`config.mk`:
```
export PLATFORM = sky130hd
export DESIGN_NAME = cla_seq_adder_ctrl
export DESIGN_NICKNAME = d
export VERILOG_FILES = /design/src/rtl/cla_pkg.sv /design/src/rtl/cla_seq_adder_ctrl_cla4.sv /design/src/rtl/cla_seq_adder_ctrl.sv
export SDC_FILE = /design/constraint.sdc
export NUM_CORES = 1
export LEC_CHECK = 0
export ABC_AREA = 1
export BUFFER_PORTS_ARGS = -buffer_cell sky130_fd_sc_hd__buf_2
export CORE_MARGIN = 3
export CORE_UTILIZATION = 30
export CTS_BUF_LIST = sky130_fd_sc_hd__clkbuf_16
export CTS_CLUSTER_DIAMETER = 100
export CTS_CLUSTER_SIZE = 16
export DETAILED_ROUTE_END_ITERATION = 10
export GPL_TIMING_DRIVEN = 0
export SLEW_MARGIN = 20
export SYNTH_ARGS = -nofsm -noshare
export SYNTH_HDL_FRONTEND = slang
export SYNTH_HIERARCHICAL = 1
export SYNTH_SLANG_ARGS = --single-unit
export TNS_END_PERCENT = 1
```
`constraint.sdc`:
```
create_clock -name clk -period 3.5 [get_ports clk]
set_clock_uncertainty 0.2 [all_clocks]
set_input_delay 0.35 -clock clk [delete_from_list [all_inputs] [get_ports clk]]
set_output_delay 0.35 -clock clk [all_outputs]
set_load 0.02 [all_outputs]
```
`src/rtl/cla_pkg.sv`:
```
// Shared definitions for the sequential CLA add/subtract unit: FSM encoding,
// nibble width and the nibble carry-out helper used to chain the slice carry.
package cla_pkg;

   typedef enum logic [1:0] {
      IDLE = 2'd0,
      RUN  = 2'd1,
      DONE = 2'd2
   } state_t;

   localparam int NIBBLE_W = 4;

   function automatic logic nibbleCarry(input logic pg, input logic gg, input logic cin);
      return gg | (pg & cin);
   endfunction

endpackage

```
`src/rtl/cla_seq_adder_ctrl_cla4.sv`:
```
// Single 4-bit carry-lookahead slice; exports group propagate/generate so the
// caller can chain the carry between nibbles through a register.
module CLA_4bit (
   input  logic [3:0] i_a,
   input  logic [3:0] i_b,
   input  logic       i_cin,
   output logic [3:0] o_sum,
   output logic       o_pg,
   output logic       o_gg
);

   logic [3:0] w_g;
   logic [3:0] w_p;
   logic [3:0] w_c;

   assign w_g = i_a & i_b;
   assign w_p = i_a ^ i_b;

   // Internal carries are fully expanded so no bit waits on its neighbour.
   assign w_c[0] = i_cin;
   assign w_c[1] = w_g[0] | (w_p[0] & i_cin);
   assign w_c[2] = w_g[1] | (w_p[1] & w_g[0]) | (w_p[1] & w_p[0] & i_cin);
   assign w_c[3] = w_g[2] | (w_p[2] & w_g[1]) | (w_p[2] & w_p[1] & w_g[0])
                 | (w_p[2] & w_p[1] & w_p[0] & i_cin);

   assign o_sum = w_p ^ w_c;
   assign o_pg  = &w_p;
   assign o_gg  = w_g[3] | (w_p[3] & w_g[2]) | (w_p[3] & w_p[2] & w_g[1])
                | (w_p[3] & w_p[2] & w_p[1] & w_g[0]);

endmodule

```
`src/rtl/cla_seq_adder_ctrl.sv`:
```
// Iterative WIDTH-bit add/subtract that reuses one CLA_4bit slice, one nibble
// per cycle LSB first, with valid/ready handshakes on request and result.
module cla_seq_adder_ctrl
   import cla_pkg::*;
#(
   parameter int WIDTH = 32
) (
   input  logic             clk,
   input  logic             rst_n,
   input  logic             req_valid,
   output logic             req_ready,
   input  logic [WIDTH-1:0] A,
   input  logic [WIDTH-1:0] B,
   input  logic             sub,
   input  logic             Cin,
   output logic             res_valid,
   input  logic             res_ready,
   output logic [WIDTH-1:0] Sum,
   output logic             Cout,
   output logic             Ovf,
   output logic             busy
);

   localparam int NIBBLES = WIDTH / NIBBLE_W;
   localparam int IDX_W   = $clog2(NIBBLES);
   localparam int BASE_W  = IDX_W + $clog2(NIBBLE_W);
   localparam logic [IDX_W-1:0] LAST_IDX = IDX_W'(NIBBLES - 1);

   state_t               r_state;
   state_t               w_next;
   logic [WIDTH-1:0]     r_a;
   logic [WIDTH-1:0]     r_b;
   logic [WIDTH-1:0]     r_sum;
   logic                 r_carry;
   logic                 r_cout;
   logic                 r_ovf;
   logic [IDX_W-1:0]     r_idx;
   logic [BASE_W-1:0]    w_base;
   logic [NIBBLE_W-1:0]  w_sliceSum;
   logic                 w_pg;
   logic                 w_gg;
   logic                 w_carryOut;
   logic                 w_accept;
   logic                 w_last;

   assign w_base     = {r_idx, {$clog2(NIBBLE_W){1'b0}}};
   assign w_carryOut = nibbleCarry(w_pg, w_gg, r_carry);
   assign w_accept   = req_valid & req_ready;
   assign w_last     = (r_idx == LAST_IDX);

   CLA_4bit u_slice (
      .i_a   (r_a[w_base +: NIBBLE_W]),
      .i_b   (r_b[w_base +: NIBBLE_W]),
      .i_cin (r_carry),
      .o_sum (w_sliceSum),
      .o_pg  (w_pg),
      .o_gg  (w_gg)
   );

   always_ff @(posedge clk) begin
      if (!rst_n) r_state <= IDLE;
      else        r_state <= w_next;
   end

   // req_ready is gated by rst_n so nothing is offered while reset is held.
   always_comb begin
      w_next    = r_state;
      req_ready = 1'b0;
      res_valid = 1'b0;
      busy      = 1'b0;
      case (r_state)
         IDLE: begin
            req_ready = rst_n;
            if (req_valid && rst_n) w_next = RUN;
         end
         RUN: begin
            busy = 1'b1;
            if (w_last) w_next = DONE;
         end
         DONE: begin
            busy      = 1'b1;
            res_valid = 1'b1;
            if (res_ready) w_next = IDLE;
         end
         default: w_next = IDLE;
      endcase
   end

   // Subtraction is folded in at accept: B is inverted and the carry seeded with 1.
   always_ff @(posedge clk) begin
      if (!rst_n) begin
         r_a     <= '0;
         r_b     <= '0;
         r_sum   <= '0;
         r_carry <= 1'b0;
         r_cout  <= 1'b0;
         r_ovf   <= 1'b0;
         r_idx   <= '0;
      end else if (w_accept) begin
         r_a     <= A;
         r_b     <= B ^ {WIDTH{sub}};
         r_carry <= sub ? 1'b1 : Cin;
         r_sum   <= '0;
         r_cout  <= 1'b0;
         r_ovf   <= 1'b0;
         r_idx   <= '0;
      end else if (r_state == RUN) begin
         r_sum[w_base +: NIBBLE_W] <= w_sliceSum;
         r_carry <= w_carryOut;
         r_idx   <= r_idx + 1'b1;
         if (w_last) begin
            r_cout <= w_carryOut;
            r_ovf  <= (r_a[WIDTH-1] == r_b[WIDTH-1]) &&
                      (w_sliceSum[NIBBLE_W-1] != r_a[WIDTH-1]);
         end
      end
   end

   assign Sum  = r_sum;
   assign Cout = r_cout;
   assign Ovf  = r_ovf;

endmodule

```
==> results.toml, run 1 <==
[detailed_routing]
firstDrtPassIters = 4
routed-via-count = 4750
drt_first_iter_violations = 231
route.antenna.remaining_nets = 0
detail_route.wirelength_um = 14160
drc_viols = 0
wl_per_cell_um = 12.75
via_per_inst = 4.275

[clocking]
cts-buffers-inserted = 9
cts.reportedPaths.clkPinSlew_ps = 80
cts_setup_buffers = 0
cts_sinks = 104
cts_tree = "yes"
clock_latency_ps = 360
cts-root-buf = "sky130_fd_sc_hd__clkbuf_16"
cts-htree-levels = 3
clk_path_buf_depth = 2

[final_layout]
nNetsFinal = 973
synthToLayoutAreaGrowth_pct = 23.07
layout-drive-gt1-share = 0.2043
n_antenna_cell = 0
finish.instance_area_um2 = 6521

[sta]
tns_ps = 0
slew_violations = 0
timing.final.crit_share = 0.8577
relSlewSlack = 0.6731
finalHoldWorstSlack_ps = 1.304
hold_violations = 0
rsz0062_at_grt = "false"
timing.final.setup_violations = 0
fmaxAchievable_mhz = 333.1
max_slew.worst_pin.slew_ps = 490.4
layout_min_cycle_time_ps = 3002

[setup_path]
critical_path.startpoint_type = "flip-flop"
timing.critical_path.slowest_stage_cell = "sky130_fd_sc_hd__ha_1"
worst-endpoint-required_ps = 3590
setup.worst_path.end_class = "flip-flop"
timing_worst_setup_path_type = "flip-flop to flip-flop"
worstPathArrival_ps = 3090
crit_fanout = 10
cp_slowest_stage_delay_ps = 350
timing.critical_path.cells = "buf_6 > inv_6 > buf_2 > nand2_1 > nand3_1 > o21ai_0 > nand2_1 > nand2_1 > ha_1 > nand2_1 > nor2_1 > nor2_1 > nand3_1 > nand2_1 > nand3_1 > nor2_1 > nor2_1 > nor2_1"

[power_and_ir_drop]
p_per_area_nw_per_um2 = 456.7
power.combinational.fraction = 0.235
p_sw_frac = 0.3210
power.switching_uw = 956.0
vdd.ir_drop.worst_uv = 282.1
seq_power_share = 0.440
p_int_mw = 2.022
clock_power_share = 0.325
power.static_leakage_nw = 3.328

[run]
cap_violations = 0

[floorplanning]
initial_core_util = 0.3129
die_area_um2 = 19290
number_of_core_rows = 47
io_pins = 107
dieHeight_um = 138.9
die_w_um = 138.9
core-area_um2 = 16940

[global_route]
busiest_grt_layer = "met2"
grt.met1_usage = 0.1992
grt_start_max_net_pins = 19
via_count_of_the_first_global_routing_pass = 4715
grt_first_pass_wirelength_um = 23380
use_met3 = 0.02724
grt_util_met2 = 0.2457
grt_overflow = 0
antenna_found_initial = 0
gr-usage-all-layers = 0.1493

[synthesis]
post_synth_cell_types = 32
synth_edf_count = 0
synthesis.yosys.warnings = 6
synth_area_um2 = 5299
async_reset_ff_frac = 0
syn_nets = 843
synth-seq-cells = 104
yosys_most_used_dff = "sky130_fd_sc_hd__dfxtp_1"
part_of_the_yosys_area_used_for_sequential_elements = 0.3929
synth_area_per_cell_um2 = 7.009
syn_inst = 756

[place]
gpl_congestion = 0.7929
place.port_buffers = 104
dp_hpwl_um = 10830
placed_cell_area_um2 = 6095

[run_status]
outcome = "finished, final reports clean"

[min_path]
worst_hold_path_type = "input port to flip-flop"
## placed cells by master (no fill, tap or decap)
cell                            count
sky130_fd_sc_hd__inv_6              5
sky130_fd_sc_hd__fa_1               1
sky130_fd_sc_hd__xnor2_1           33
sky130_fd_sc_hd__nand2_2            4
sky130_fd_sc_hd__nand2_4            1
sky130_fd_sc_hd__o21bai_1           1
sky130_fd_sc_hd__dlygate4sd3_1     15
sky130_fd_sc_hd__xor2_1             1
sky130_fd_sc_hd__buf_2            120
sky130_fd_sc_hd__a21oi_1            2
sky130_fd_sc_hd__nand3_4            1
sky130_fd_sc_hd__clkbuf_16          9
sky130_fd_sc_hd__nand2_1          230
sky130_fd_sc_hd__clkbuf_1           2
sky130_fd_sc_hd__inv_2              5
sky130_fd_sc_hd__nand4_1            1
sky130_fd_sc_hd__buf_6              4
sky130_fd_sc_hd__buf_4             11
sky130_fd_sc_hd__nor2_1            96
sky130_fd_sc_hd__nor3_1             4
sky130_fd_sc_hd__o22ai_1            9
sky130_fd_sc_hd__inv_1            100
sky130_fd_sc_hd__o21ai_1           11
sky130_fd_sc_hd__dfxtp_1          104
sky130_fd_sc_hd__o211ai_1          11
sky130_fd_sc_hd__o22ai_2           10
sky130_fd_sc_hd__o21ai_0           42
sky130_fd_sc_hd__clkinv_2           2
sky130_fd_sc_hd__a21o_1             1
sky130_fd_sc_hd__ha_1              16
sky130_fd_sc_hd__nand3_2            6
sky130_fd_sc_hd__nand3_1           27
sky130_fd_sc_hd__clkinvlp_4         1
sky130_fd_sc_hd__nor2_2             3
sky130_fd_sc_hd__clkinv_1           2
## power groups by stage
| stage | sequential, mW | combinational, mW | clock, mW |
|---|---|---|---|
| final | 1.31 | 0.699 | 0.969 |
| after global routing | 1.32 | 0.802 | 1.04 |
| after CTS | 1.31 | 0.705 | 0.990 |
| after detailed placement | 1.34 | 0.688 | 0 |
| after global placement | 1.34 | 0.682 | 0 |
| after floorplan | 1.33 | 0.488 | 0 |
## metrics by stage
step           setup slack, ps  instances  power [mW]  utilization
2_1_floorplan             1127        756       1.822            -
3_3_place_gp             547.0       1080       2.019       0.3599
3_5_place_dp             490.9       1080       2.026       0.3599
4_1_cts                  485.1       1111       3.006       0.3850
5_1_grt                  191.8       1111       3.160       0.3850
6_report                 497.9       1111       2.978       0.3850
## path summary, 6_finish.rpt
path	from	endpoint	slack, ps	cells after the start
worst min register to register	r_a[2]	r_a[2]	250	2
worst max register to register	r_idx[0]	Sum[31]	500	18
worst min-delay path	A[18]	r_a[18]	1	3
worst max-delay path	r_idx[0]	Sum[31]	500	18
## per-layer routing
layer | share of wire | vias up | routed length (um)
met5 | 0 | - | 0
met4 | 0.015 | 0 | 215
met3 | 0.047 | 13 | 662
met2 | 0.45 | 108 | 6439
met1 | 0.48 | 2053 | 6846
li1 | - | 2576 | -
## sequential cells by signal, summed over array words and instances, names as in the netlist
| register | flops |
|---|---|
| r_b | 32 |
| r_carry | 1 |
| r_idx | 3 |
| r_a | 32 |
| Ovf | 1 |
| Cout | 1 |
| r_state | 2 |
| Sum | 32 |
## cell usage after synthesis, drive strengths merged (2+ instances only)
cell type,n,share of area
a21oi,2,0.0019
buf,31,0.039
clkbuf,2,0.0014
clkinv,2,0.0017
dfxtp,104,0.39
ha,16,0.038
inv,106,0.076
nand2,235,0.17
nand3,34,0.040
nor2,99,0.072
nor3,4,0.0038
o211ai,11,0.016
o21ai,53,0.050
o22ai,19,0.034
xnor2,33,0.055
## final cells by class
cell class                 instances  area (um2)
buffer                            33       215.2
clock buffer                       9       225.2
clock inverter                     7       51.30
fill                            1865       10420
inverter                         108       411.6
multi-input combinational        511        2590
sequential                       104        2082
tap                              220       275.3
timing repair buffer             119       670.6
## repair_timing
| item | CTS | global route |
|---|---|---|
| hold buffers | 15 | 0 |
| gates resized for setup | 0 | 0 |
| endpoints found under the hold margin | 15 | 0 |
## logic make-up after synthesis
logic type | Yosys count | share of synthesized area
buffers and inverters | 141 | 0.1183
and+or+nand+nor | 373 | 0.2864
adders and majority gates | 17 | 0.04156
AOI/OAI and AO/OA | 87 | 0.1046
DFF | 104 | 0.3929
xor gates and xnor gates | 34 | 0.05620
## critical path, delay by kind of cell (launching register included)
kind	cells	cell delay [ps]
and+or+nand+nor	13	1440
buffers and inverters	3	500
adders and majority gates	1	350
DFF	1	340
AOI/OAI and AO/OA	1	100
No activity file was read; power rests on OpenSTA's default activity.
==> run 2, diff against run 1 <==
--- a/config.mk
+++ b/config.mk
@@ -5,13 +5,13 @@
 export SDC_FILE = /design/constraint.sdc
 export NUM_CORES = 1
 export LEC_CHECK = 0
-export ABC_AREA = 1
+export ABC_AREA = 0
 export BUFFER_PORTS_ARGS = -buffer_cell sky130_fd_sc_hd__buf_2
 export CORE_MARGIN = 3
 export CORE_UTILIZATION = 30
 export CTS_BUF_LIST = sky130_fd_sc_hd__clkbuf_16
 export CTS_CLUSTER_DIAMETER = 100
-export CTS_CLUSTER_SIZE = 16
+export CTS_CLUSTER_SIZE = 24
 export DETAILED_ROUTE_END_ITERATION = 10
 export GPL_TIMING_DRIVEN = 0
 export SLEW_MARGIN = 20
==> results.toml, run 2 <==
[run_status]
outcome = "finished, final reports clean"

[synthesis]
yosys.cell_count.top_type = "sky130_fd_sc_hd__dfxtp_1"
dominant_cells_by_area_after_synthesis = "sky130_fd_sc_hd__dfxtp_1 (43%), sky130_fd_sc_hd__mux4_2 (7.1%), sky130_fd_sc_hd__nand2_1 (7.1%)"
synthesis.yosys.warnings = 6
synth-seq-cells = 104
syn_inst = 479
synth_top_cell_by_area = "sky130_fd_sc_hd__dfxtp_1"
part_of_the_yosys_area_used_for_sequential_elements = 0.4346
async_reset_ff_frac = 0
syn_nets = 566
synth_area_per_cell_um2 = 10.00
synth_edf_count = 0
synthTopCellsByCount = "sky130_fd_sc_hd__dfxtp_1 (104), sky130_fd_sc_hd__nand2_1 (90), sky130_fd_sc_hd__o21ai_0 (36)"
synth_area_um2 = 4791
synth_top_cell_area_share = 0.4346
post_synth_cell_types = 44
yosys_most_used_dff = "sky130_fd_sc_hd__dfxtp_1"

[detailed_routing]
wl_per_cell_um = 15.27
route.antenna.remaining_nets = 0
firstDrtPassIters = 4
drc_viols = 0
drt_first_iter_violations = 238
detail_route.wirelength_um = 12410
routed-via-count = 3828
via_per_inst = 4.708

[global_route]
via_count_of_the_first_global_routing_pass = 4070
antenna_found_initial = 0
grt_first_pass_wirelength_um = 20070
grt_overflow = 0
gr-usage-all-layers = 0.1431
grt_start_max_net_pins = 17

[setup_path]
worst-endpoint-required_ps = 3550
crit_fanout = 10
setup.worst_path.end_class = "flip-flop"
worstPathArrival_ps = 3420
critPathTopFamily = "simple AND/OR/NAND/NOR gates"
critical_path.startpoint_type = "flip-flop"
timing.critical_path.cells = "buf_6 > clkbuf_4 > mux4_2 > nand2_1 > nand2_1 > ha_1 > a21oi_1 > nand3_1 > xor2_4 > and3b_1 > a21oi_1 > a311oi_1"
timing.critical_path.slowest_stage_cell = "sky130_fd_sc_hd__dfxtp_1"
crit_buf_inv = 2
setup.worst_path.start = "r_idx[1]"
timing_worst_setup_path_type = "flip-flop to flip-flop"
cp_slowest_stage_delay_ps = 490
r2r-start = "r_idx[1]"

[floorplanning]
io_pins = 107
core-area_um2 = 15430
number_of_core_rows = 45
initial_core_util = 0.3105
dieHeight_um = 132.4
die_w_um = 132.4
die_area_um2 = 17520

[sta]
rsz0062_at_grt = "false"
timing.final.crit_share = 0.9604
fmaxAchievable_mhz = 297.5
max_slew.worst_pin.slew_ps = 657.3
hold_violations = 0
timing.final.setup_violations = 0
relSlewSlack = 0.5556
finalHoldWorstSlack_ps = 14.56
slew_violations = 0
layout_min_cycle_time_ps = 3361

[final_layout]
n_antenna_cell = 0
final_core_utilization = 0.3844
layout-drive-gt1-share = 0.2625
fillCellCount = 1580
mostFrequentLayoutCell = "sky130_fd_sc_hd__buf_2"
nNetsFinal = 685
most-common-layout-cells = "sky130_fd_sc_hd__buf_2 (115), sky130_fd_sc_hd__dfxtp_1 (104), sky130_fd_sc_hd__nand2_1 (90), sky130_fd_sc_hd__o21ai_0 (36), sky130_fd_sc_hd__xnor2_1 (35)"
synthToLayoutAreaGrowth_pct = 23.79
finalNonFillerCells = 813

[min_path]
worst_hold_path_type = "input port to flip-flop"
startpoint_of_the_worst_hold_path = "A[6]"

[power_and_ir_drop]
seq_power_share = 0.438
p_sw_frac = 0.3033
clock_power_share = 0.312
p_per_area_nw_per_um2 = 524.8
power.switching_uw = 943.9
p_int_mw = 2.168
power.combinational.fraction = 0.250
vdd.ir_drop.worst_uv = 259.1
power.static_leakage_nw = 2.564

[clocking]
cts-buffers-inserted = 9
cts_tree = "yes"
cts-root-buf = "sky130_fd_sc_hd__clkbuf_16"
clock_latency_ps = 350
cts.reportedPaths.clkPinSlew_ps = 70
cts-htree-levels = 3
clk_path_buf_depth = 2
cts_sinks = 104

[place]
dp_hpwl_um = 9804
gpl_congestion = 0.7891
place.port_buffers = 104
place.detailed.instances = 794

[run]
cap_violations = 0
==> run 2: timing repair <==
item                       4_1_cts  5_1_grt
setup endpoints to repair        8        1
cloned                           0        0
pin swaps                        0        1
buffers inserted                 0        1
hold endpoints to repair         4        0
hold buffers                     4        0
gates resized for setup          3        5
==> run 2: power by group through the flow <==
stage,sequential [mW],combinational (mW),clock [mW]
final,1.36,0.777,0.972
after global routing,1.38,0.861,1.05
after CTS,1.36,0.779,1.00
after detailed placement,1.39,0.764,0
after global placement,1.38,0.741,0
after floorplan,1.37,0.549,0
==> run 2: final timing paths <==
path / endpoint / slack (ps) / cells past startpoint
worst min-delay path: r_a[6] / 10 / 2
worst max register to register: Ovf / 140 / 12
worst min register to register: r_b[12] / 250 / 2
worst max-delay path: Ovf / 140 / 12
==> run 2: through the flow <==
step / area, um2 / setup WS (ps) / power (mW) / TNS (ps)
finish: 5931 / 138.7 / 3.112 / 0
global route: 5931 / 7.371 / 3.289 / 0
floorplan: 4791 / 400.4 / 1.919 / 0
detailed placement: 5575 / -257.2 / 2.154 / -966.5
CTS: 5912 / 12.42 / 3.143 / 0
global placement: 5575 / -209.1 / 2.122 / -546.5
==> run 2: metal layers <==
layer / vias up / routed length, um / GRT usage / part of all wire
li1: 1928 / - / - / -
met1: 1801 / 5725 / 0.1754 / 0.46
met2: 88 / 5949 / 0.2456 / 0.48
met3: 11 / 570 / 0.03969 / 0.046
met4: 0 / 167 / 0.04215 / 0.013
met5: - / 0 / 0 / 0
==> run 2: final cells by class <==
class	instances	area [um2]	share of cell area
clock inverter	6	55.05	0.009283
tap	211	264.0	0.04451
sequential	104	2082	0.3511
clock buffer	9	225.2	0.03797
multi-input combinational	330	2515	0.4241
inverter	10	41.29	0.006962
buffer	34	180.2	0.03038
timing repair buffer	109	568.0	0.09578
==> run 2: cell families (layout without fill, tap and decap cells) <==
group,after synthesis,in the layout,synth area share
AOI/OAI and AO/OA,89,89,0.1274
xor gates and xnor gates,36,36,0.06581
adders and majority gates,17,17,0.04596
buffers and inverters,45,168,0.04440
DFF,104,104,0.4346
muxes,47,47,0.1408
and+or+nand+nor,141,141,0.1410
==> run 3, diff against run 2 <==
--- a/config.mk
+++ b/config.mk
@@ -9,7 +9,7 @@
 export BUFFER_PORTS_ARGS = -buffer_cell sky130_fd_sc_hd__buf_2
 export CORE_MARGIN = 3
 export CORE_UTILIZATION = 30
-export CTS_BUF_LIST = sky130_fd_sc_hd__clkbuf_16
+export CTS_BUF_LIST = sky130_fd_sc_hd__clkbuf_4
 export CTS_CLUSTER_DIAMETER = 100
 export CTS_CLUSTER_SIZE = 24
 export DETAILED_ROUTE_END_ITERATION = 10
==> results.toml, run 3 (synthesis gave the netlist of run 2 again) <==
[detailed_routing]
routed-via-count = 4133
drt_first_iter_violations = 217
via_per_inst = 4.729
drc_viols = 0
detail_route.wirelength_um = 13240
route.antenna.remaining_nets = 0
met3_wirelength_um = 614
routed.top_layer = "met4"
met2RoutedLength_um = 6561
wl_met1_um = 5814
firstDrtPassIters = 4
wl_per_cell_um = 15.15

[sta]
finalHoldWorstSlack_ps = 107.7
hold_violations = 0
rsz0062_at_grt = "false"
setup_ws_ps = 137.6
max_slew.worst_pin.slew_ps = 646.8
timing.final.crit_share = 0.9607
fmaxAchievable_mhz = 297.4
tns_ps = 0
relSlewSlack = 0.5627
slew_violations = 0
layout_min_cycle_time_ps = 3362
timing.final.setup_violations = 0

[floorplanning]
core-area_um2 = 15430
number_of_core_rows = 45
initial_core_util = 0.3105
io_pins = 107
dieHeight_um = 132.4
die_area_um2 = 17520
die_w_um = 132.4

[power_and_ir_drop]
p_int_mw = 1.905
power.switching_uw = 919.3
power.static_leakage_nw = 2.745
p_sw_frac = 0.3256
seq_power_share = 0.483
power_mw = 2.824
p_per_area_nw_per_um2 = 441.6
power.combinational.fraction = 0.293
clock_power_share = 0.224
vdd.ir_drop.worst_uv = 209.3

[global_route]
grt_overflow = 0
antenna_found_initial = 0
via_count_of_the_first_global_routing_pass = 4350
grt_start_max_net_pins = 17
grt_first_pass_wirelength_um = 21270
gr-usage-all-layers = 0.1516

[setup_path]
worstPathArrival_ps = 3520
worst-endpoint-required_ps = 3650
cp_slowest_stage_delay_ps = 430
timing_worst_setup_path_type = "flip-flop to flip-flop"
timing.critical_path.cells = "buf_4 > clkbuf_4 > mux4_2 > nand2_1 > nand2_1 > ha_1 > a21oi_1 > nand3_1 > xor2_4 > and3b_1 > a21oi_1 > a311oi_1"
timing.critical_path.slowest_stage_cell = "sky130_fd_sc_hd__dfxtp_2"
setup.worst_path.end_class = "flip-flop"
crit_fanout = 10
critical_path.startpoint_type = "flip-flop"

[clocking]
cts.reportedPaths.clkPinSlew_ps = 150
clock_latency_ps = 480
cts_tree = "yes"
cts-htree-levels = 3
clk_path_buf_depth = 2
cts_sinks = 104
cts-buffers-inserted = 9
cts-root-buf = "sky130_fd_sc_hd__clkbuf_4"

[place]
placed_cell_area_um2 = 5575
gpl_congestion = 0.7891
dp_hpwl_um = 9804
place.port_buffers = 104
dp_worst_setup_slack_ps = -257.2
place.detailed.instances = 794

[min_path]
worst_hold_path_type = "input port to flip-flop"

[final_layout]
final_core_utilization = 0.4145
fillCellCount = 1543
layout-drive-gt1-share = 0.2428
n_antenna_cell = 0
nNetsFinal = 746
mostFrequentLayoutCell = "sky130_fd_sc_hd__buf_2"
most-common-layout-cells = "sky130_fd_sc_hd__buf_2 (115), sky130_fd_sc_hd__dfxtp_1 (103), sky130_fd_sc_hd__nand2_1 (90), sky130_fd_sc_hd__dlygate4sd3_1 (66), sky130_fd_sc_hd__o21ai_0 (36)"
finalNonFillerCells = 874
synthToLayoutAreaGrowth_pct = 33.48
finish.instance_area_um2 = 6395

[run_status]
outcome = "finished, final reports clean"

[run]
cap_violations = 0
## run 3: changes by cell type in the layout (fill, tap and decap cells not counted)
cell / previous run / this run
sky130_fd_sc_hd__dlygate4sd3_1: 4 / 66
sky130_fd_sc_hd__dfxtp_1: 104 / 103
sky130_fd_sc_hd__inv_1: 12 / 9
sky130_fd_sc_hd__clkbuf_16: 9 / 0
sky130_fd_sc_hd__buf_6: 4 / 3
sky130_fd_sc_hd__clkbuf_4: 1 / 13
sky130_fd_sc_hd__dfxtp_2: 0 / 1
## run 3: layout make-up
type	count	area, um2	area share
timing repair buffer	170	1181	0.1847
multi-input combinational	330	2515	0.3933
clock buffer	12	90.09	0.01409
inverter	10	41.29	0.006457
clock inverter	3	43.79	0.006848
buffer	34	176.4	0.02759
tap	211	264.0	0.04128
sequential	104	2083	0.3258
## run 3: path summary, 6_finish.rpt
path	startpoint	to	slack, ps	depth (start not counted)
worst max register to register	r_idx[1]	Ovf	140	12
worst max-delay path	r_idx[1]	Ovf	140	12
worst min register to register	Sum[20]	Sum[20]	270	2
worst min-delay path	res_ready	r_state[1]	110	3
## run 3: timing repair
action,in CTS,in global routing
setup endpoints to repair,8,2
buffers inserted,0,0
endpoints found under the hold margin,67,0
resized for setup,3,5
hold buffers,66,0
## run 3: worst max-delay path, delay by kind of cell, from the launching register on
family / cells / cell delay [ps]
AO/OA/AOI/OAI: 3 / 480
AND/OR/NAND/NOR: 4 / 580
multiplexers: 1 / 350
buffers and inverters: 2 / 520
XOR/XNOR: 1 / 300
adder cells (fa/ha/maj): 1 / 370
flip-flops: 1 / 430
## run 3: power groups by stage
stage	Combinational [mW]	Sequential, mW	Clock (mW)
3_3_place_gp	0.741	1.38	0
6_report	0.827	1.36	0.633
3_5_place_dp	0.764	1.39	0
5_1_grt	0.913	1.38	0.697
2_1_floorplan	0.549	1.37	0
4_1_cts	0.831	1.36	0.651
## run 3: metal layers
layer / track usage / vias to the layer above
met5: 0 / -
met4: 0.04792 / 0
met3: 0.03817 / 19
met2: 0.2672 / 109
met1: 0.1812 / 1957
li1: - / 2048
